[src/rtl/display_data_arbiter.sv]
// Round-robin arbiter sharing the renderer's glyph bus between two producers, with a
// shadow register that commits on each v_sync rise. Optional macro: DISPLAY_CODE_CHECK_EN.
module display_data_arbiter #(
  parameter int DIGITS   = 11,
  parameter int CODE_W   = 4,
  parameter int MAX_CODE = 10
) (
  input  logic                       clk,
  input  logic                       rst_n,
  input  logic                       v_sync,
  input  logic                       req0,
  input  logic [DIGITS*CODE_W-1:0]   data0,
  input  logic                       req1,
  input  logic [DIGITS*CODE_W-1:0]   data1,
  output logic                       ack0,
  output logic                       ack1,
  output logic [DIGITS*CODE_W-1:0]   num_data,
  output logic                       pending,
  output logic                       commit,
  output logic                       code_err
);

  localparam int W = DIGITS * CODE_W;
  localparam logic [CODE_W-1:0] MAX_CODE_L = CODE_W'(MAX_CODE);
`ifdef DISPLAY_CODE_CHECK_EN
  localparam bit CHECK_EN = 1'b1;
`else
  localparam bit CHECK_EN = 1'b0;
`endif

  typedef enum logic {IDLE = 1'b0, PENDING = 1'b1} state_t;

  state_t         state_q, state_d;
  logic [W-1:0]   shadow_q, shadow_d;
  logic [W-1:0]   num_data_q, num_data_d;
  logic           ack0_q, ack0_d;
  logic           ack1_q, ack1_d;
  logic           commit_q, commit_d;
  logic           last_grant_q, last_grant_d;
  logic           vs_prev_q, vs_prev_d;
  logic           code_err_q, code_err_d;

  logic           eff_req0, eff_req1;
  logic           grant0, grant1, grant;
  logic           vs_rise;
  logic           code_bad;
  logic [W-1:0]   grant_data, clean_data;

  always_comb begin
    // A requester is masked during its own ack cycle so a held level request is not accepted twice.
    eff_req0   = req0 & ~ack0_q;
    eff_req1   = req1 & ~ack1_q;
    grant0     = eff_req0 & (~eff_req1 | last_grant_q);
    grant1     = eff_req1 & (~eff_req0 | ~last_grant_q);
    grant      = grant0 | grant1;
    vs_rise    = v_sync & ~vs_prev_q;
    grant_data = grant1 ? data1 : data0;

    clean_data = grant_data;
    code_bad   = 1'b0;
    for (int k = 0; k < DIGITS; k++) begin
      if (CHECK_EN && (grant_data[k*CODE_W +: CODE_W] > MAX_CODE_L)) begin
        clean_data[k*CODE_W +: CODE_W] = '0;
        code_bad = 1'b1;
      end
    end

    ack0_d       = grant0;
    ack1_d       = grant1;
    last_grant_d = grant1 ? 1'b1 : (grant0 ? 1'b0 : last_grant_q);
    shadow_d     = grant ? clean_data : shadow_q;
    vs_prev_d    = v_sync;
    code_err_d   = code_err_q | (grant & code_bad);

    // The old shadow commits on the rise even when a new grant overwrites it in the same cycle.
    commit_d   = vs_rise & (state_q == PENDING);
    num_data_d = commit_d ? shadow_q : num_data_q;

    state_d = state_q;
    if (grant)
      state_d = PENDING;
    else if (commit_d)
      state_d = IDLE;
  end

  always_ff @(posedge clk or negedge rst_n) begin
    if (!rst_n) begin
      state_q      <= IDLE;
      shadow_q     <= '0;
      num_data_q   <= '0;
      ack0_q       <= 1'b0;
      ack1_q       <= 1'b0;
      commit_q     <= 1'b0;
      last_grant_q <= 1'b1;
      vs_prev_q    <= 1'b0;
      code_err_q   <= 1'b0;
    end else begin
      state_q      <= state_d;
      shadow_q     <= shadow_d;
      num_data_q   <= num_data_d;
      ack0_q       <= ack0_d;
      ack1_q       <= ack1_d;
      commit_q     <= commit_d;
      last_grant_q <= last_grant_d;
      vs_prev_q    <= vs_prev_d;
      code_err_q   <= code_err_d;
    end
  end

  assign ack0     = ack0_q;
  assign ack1     = ack1_q;
  assign num_data = num_data_q;
  assign pending  = (state_q == PENDING);
  assign commit   = commit_q;
  assign code_err = CHECK_EN ? code_err_q : 1'b0;

endmodule

[config.mk]
export PLATFORM = sky130hd
export DESIGN_NAME = display_data_arbiter
export DESIGN_NICKNAME = d
export VERILOG_FILES = /design/src/rtl/display_data_arbiter.sv
export SDC_FILE = /design/constraint.sdc
export NUM_CORES = 1
export LEC_CHECK = 0
export CORE_MARGIN = 2
export CORE_UTILIZATION = 40
export DETAILED_ROUTE_END_ITERATION = 12
export PLACE_DENSITY = 0.76
export SLEW_MARGIN = 10
export SYNTH_ARGS = -nofsm -noshare
export SYNTH_HDL_FRONTEND = slang
export SYNTH_SLANG_ARGS = --single-unit
[constraint.sdc]
create_clock -name clk -period 1.2 [get_ports clk]
set_input_delay 0.3 -clock clk [delete_from_list [all_inputs] [get_ports clk]]
set_output_delay 0.3 -clock clk [all_outputs]
set_load 0.05 [all_outputs]
Word-level counts from Yosys, hierarchy flattened
Cells that the tools add are included.
- bits in registers: 94
- bits of input ports: 93
- output and inout bits: 49
- word-level logic and storage cells: 30
- mux-type cells: 5
- bitwise logic cells: 15
- reduce and logical (&&, ||, !) cells: 2
- operators with widths (kind ; count):
    $mux 44 ; 1
    $and 1x1->1 ; 6
    $not 1->1 ; 6
    $mux 1 ; 4
    $reduce_bool 2->1 ; 2
    $or 1x1->1 ; 3

Logic depth before layout (Yosys ltp)
- depth in word-level cells: 7
- depth in mapped cells: 6
- depth with buffers taken out: 3

Worst setup path before layout
OpenSTA, ideal clock, no wires.
- path type: register -> register
- start: register ack0_q, in the netlist ack0
- end: register shadow_q[29]
- setup time: 123 ps
- arrival: 1516 ps
- required time: 1077 ps
- slack: -438 ps
- cell stages (with the launch flop): 7
- path buffers: 3
- period minus slack after synthesis: 1638 ps
- cell sequence: dfrtp_1 -> nor2b_4 -> buf_6 -> a21o_1 -> buf_6 -> buf_6 -> o221a_1
- longest elaborated chain between the ends: 6
- elaborated cells between the ends (all ways): 8
- classes of those cells: mux: 1; bitwise: 7
- ends and longest elaborated chain (what ; line ; source):
    start, declared ; 36 ; logic ack0_q, ack0_d;
    start signal, assigned ; 101 ; ack0_q <= ack0_d;
    $not 1->1 (*) ; 51 ; eff_req0 = req0 & ~ack0_q;
    $and 1x1->1 (*) ; 51 ;
    $not 1->1 ; 54 ; grant1 = eff_req1 & (~eff_req0 | ~last_grant_q);
    $or 1x1->1 ; 54 ;
    $and 1x1->1 ; 54 ;
    $mux 44 or $or 1x1->1 (tied branches) ; 57, 55 ;
    end signal, assigned ; 99 ; shadow_q <= shadow_d;
    end, declared ; 34 ; logic [W-1:0] shadow_q, shadow_d;
Every way passes the cells marked *; elsewhere a longest branch is shown, timed or not.
A chain may end at the register's enable or synchronous reset.

Worst setup path in the final report
- start: register ack1_q, in the netlist ack1
- end: register shadow_q[21]
- longest elaborated chain between the ends: 6
- elaborated cells between the ends (all ways): 8
- classes of those cells: mux: 1; bitwise: 7
- ends and longest elaborated chain (what ; line ; source):
    start, declared ; 37 ; logic ack1_q, ack1_d;
    start signal, assigned ; 102 ; ack1_q <= ack1_d;
    $not 1->1 (*) ; 52 ; eff_req1 = req1 & ~ack1_q;
    $and 1x1->1 (*) ; 52 ;
    $not 1->1 ; 53 ; grant0 = eff_req0 & (~eff_req1 | last_grant_q);
    $or 1x1->1 ; 53 ;
    $and 1x1->1 ; 53 ;
    $or 1x1->1 ; 55 ; grant = grant0 | grant1;
Marked as above.

==> results by group <==
Run status
  • Status: complete, but fails checks
  • Failing checks: negative setup slack

STA
  • Max Slew Vio Count: 0
  • Final worst slack: -0.174 ns
  • Final Skew: 0.0112 ns
  • Setup violators final: 131
  • Fin. Hold Viols: 0
  • Max Clk Rate: 728 MHz
  • Hold WS: approximately 0.23 ns
  • Period utilization: 1.15
  • Min cycle time layout: 1.37 ns
  • RSZ-0062 raised after global routing: yes

Logic synthesis
  • Synth top area cells: dfrtp_1, mux2_2, o221a_1
  • Syn Nets: 360
  • Yosys top cell by area: dfrtp_1
  • Post-Syn Area: 3950 sq um
  • Flops & latches, synth: between 90 and 100
  • Syn Inst Count: 267
  • Sequential fraction of the synthesis area: 0.596
  • Synthesis Warnings: 0
  • Top cell type's share of synthesized area: 0.589
  • Yosys cell types: 21
  • Avg Inst Size Synth: around 15 sq um

Global routing
  • Largest net degree at the start of global routing: 35
  • First-pass GRT wire length: ~17000 microns
  • Tot GR Track Use: 0.212
  • Initial antenna violation count: 0
  • GR Overflow Total: 0
  • Vias in the first global route: 3272

Setup path
  • Largest stage delay, worst path: ~0.43 ns
  • Slowest cell on crit path: dfrtp_2
  • Startpoint Class: flip-flop
  • Worst Path Max Fanout: 17
  • Arr. time, crit path: 1.66 ns
  • Critical path class: flip-flop to flip-flop
  • Element type at the critical path end: flip-flop
  • Worst path cell trace: or3b_4 -> clkbuf_16 -> nand3b_1 -> o221a_1
  • Critical Path RT: 1.49 ns

Place
  • Placed inst area: between 6000 and 7000 sq um
  • I/O Buffers: 140
  • Hpwl dp: 7350 microns
  • Routability cong.: 0.785
  • Placed cell count: 539

Floorplanning
  • Initial Util: 0.408
  • Die area: between 10000 and 15000 sq um
  • Ports: 142
  • Placeable Area: 9680 sq um
  • DIE HEIGHT: 103 microns
  • Core Rows: 36
  • Die W: 103 microns

Power
  • Max VDD drop: 1.08 mV
  • Power density cells: 2150 nW/um^2
  • Total power: 14.8 mW
  • Pleak: 3.01 nW

Detailed routing
  • Final antenna-violating net count: 0
  • 1st-iter DRT viols: 135
  • Routed wire per std cell: 19.1 microns
  • TritonRoute pass-1 iters: 4
  • WL final: 11300 microns
  • Vias per Instance: 5.13
  • DR vias: 3036
  • DRC violations left: 0

Cells and area
  • Layout cells sized above 1: 0.394
  • Util after Layout: 0.711
  • Antenna cells: 0
  • Most frequent cells in the layout: dfrtp_1, clkdlybuf4s50_1, buf_12
  • NumNets Final: 547
  • Final std cells w/o fill: around 590
  • Area growth syn-to-layout: 74.4%
  • Leading cell type in the layout, fill and taps excluded: dfrtp_1
  • Finished Cell Area: 6890 sq um

CTS
  • CTS tree: built
  • H-tree levels: 3
  • CTS Buffer Depth: 2
  • Clock sink total: 94
  • Root Driver: clkbuf_8
  • CTS buffer count: 9
  • Clk_lat worst skew: around 0.35 ns
  • Clock transition at path regs: 0.09 ns

Min path
  • Hold WC Path Type: input port to flip-flop

Job
  • Maxcap violations: 0
==> Yosys cell counts, drive strengths merged <==
cell     n
nand2b   2
dfrtp   93
clkbuf   4
dfstp    1
buf     21
nand3    1
a21o     1
o21ai    1
mux2    44
or3b     1
conb     1
nand2    3
nand3b  45
o221a   44
and2     1
nor2b    1
inv      3
==> flip-flops by register name, indices dropped and copies added (netlist names) <==
register,cells
shadow_q,44
num_data,44
commit,1
ack0,1
vs_prev_q,1
pending,1
last_grant_q,1
ack1,1
==> through the flow <==
stage	setup WS [ns]	setup TNS [ns]
after floorplan	-0.274	-19.09
after global placement	-0.596	-47.22
after detailed placement	-0.646	-49.73
after CTS	-0.166	-13.37
after global routing	-0.203	-17.88
final	-0.174	-13.38
==> report_power, final <==
part | switching [mW] | leakage [nW] | total, mW | internal [mW]
sequential | 0.899 | 1.04 | 5.03 | 4.13
combinational | 3.36 | 1.87 | 7.66 | 4.29
clock | 1.15 | 0.0977 | 2.13 | 0.985
total | 5.41 | 3.01 | 14.8 | 9.41
==> critical path, delay by kind of cell, from the launching register on <==
| family | cells | cell delay, ns |
|---|---|---|
| buf+inv | 1 | 0.21 |
| flops | 1 | 0.43 |
| compound gates | 1 | 0.17 |
| simple gates | 2 | 0.51 |
==> path summary, 6_finish.rpt <==
check	startpoint	endpoint	slack (ns)	depth (start not counted)
min in group asynchronous	rst_n	shadow_q[32]	0.39	2
max in group asynchronous	rst_n	last_grant_q	0.32	3
setup reg to reg	ack1	shadow_q[21]	-0.17	4
hold reg to reg	last_grant_q	last_grant_q	0.50	2
hold / removal	v_sync	vs_prev_q	0.23	2
setup / recovery	ack1	shadow_q[21]	-0.17	4
==> cell type report <==
| type | count | area, sq um |
|---|---|---|
| clock inverter | 6 | 68.8 |
| tap | 133 | 166 |
| multi-input combinational | 145 | 1590 |
| sequential | 94 | 2360 |
| fill | 623 | 2800 |
| timing repair buffer | 201 | 2570 |
| inverter | 3 | 11.3 |
| clock buffer | 10 | 128 |
==> cells by family (layout without fill, tap and decap cells) <==
kind of cell,Yosys count,in the layout,synth area share
buffers and inverters,28,220,0.0494
and+or+nand+nor,54,54,0.100
muxes,44,44,0.125
other,1,1,0.000949
DFF,94,94,0.596
AOI/OAI and AO/OA,46,46,0.129
==> layer usage <==
metal | routed length [microns] | track usage
met5 | 0 | 0
met2 | 6000 | 0.366
met1 | 4600 | 0.267
met3 | 512 | 0.0397
met4 | 223 | 0.0779
==> timing repair <==
item                       4_1_cts  5_1_grt
hold buffers                     1        0
gates cloned                     4        2
pin swaps                       12        2
setup endpoints to repair      138      138
hold endpoints to repair        16        0
buffers inserted                20       11
gates resized for setup         18        4
Note: power is estimated with default switching activity, not from simulation.
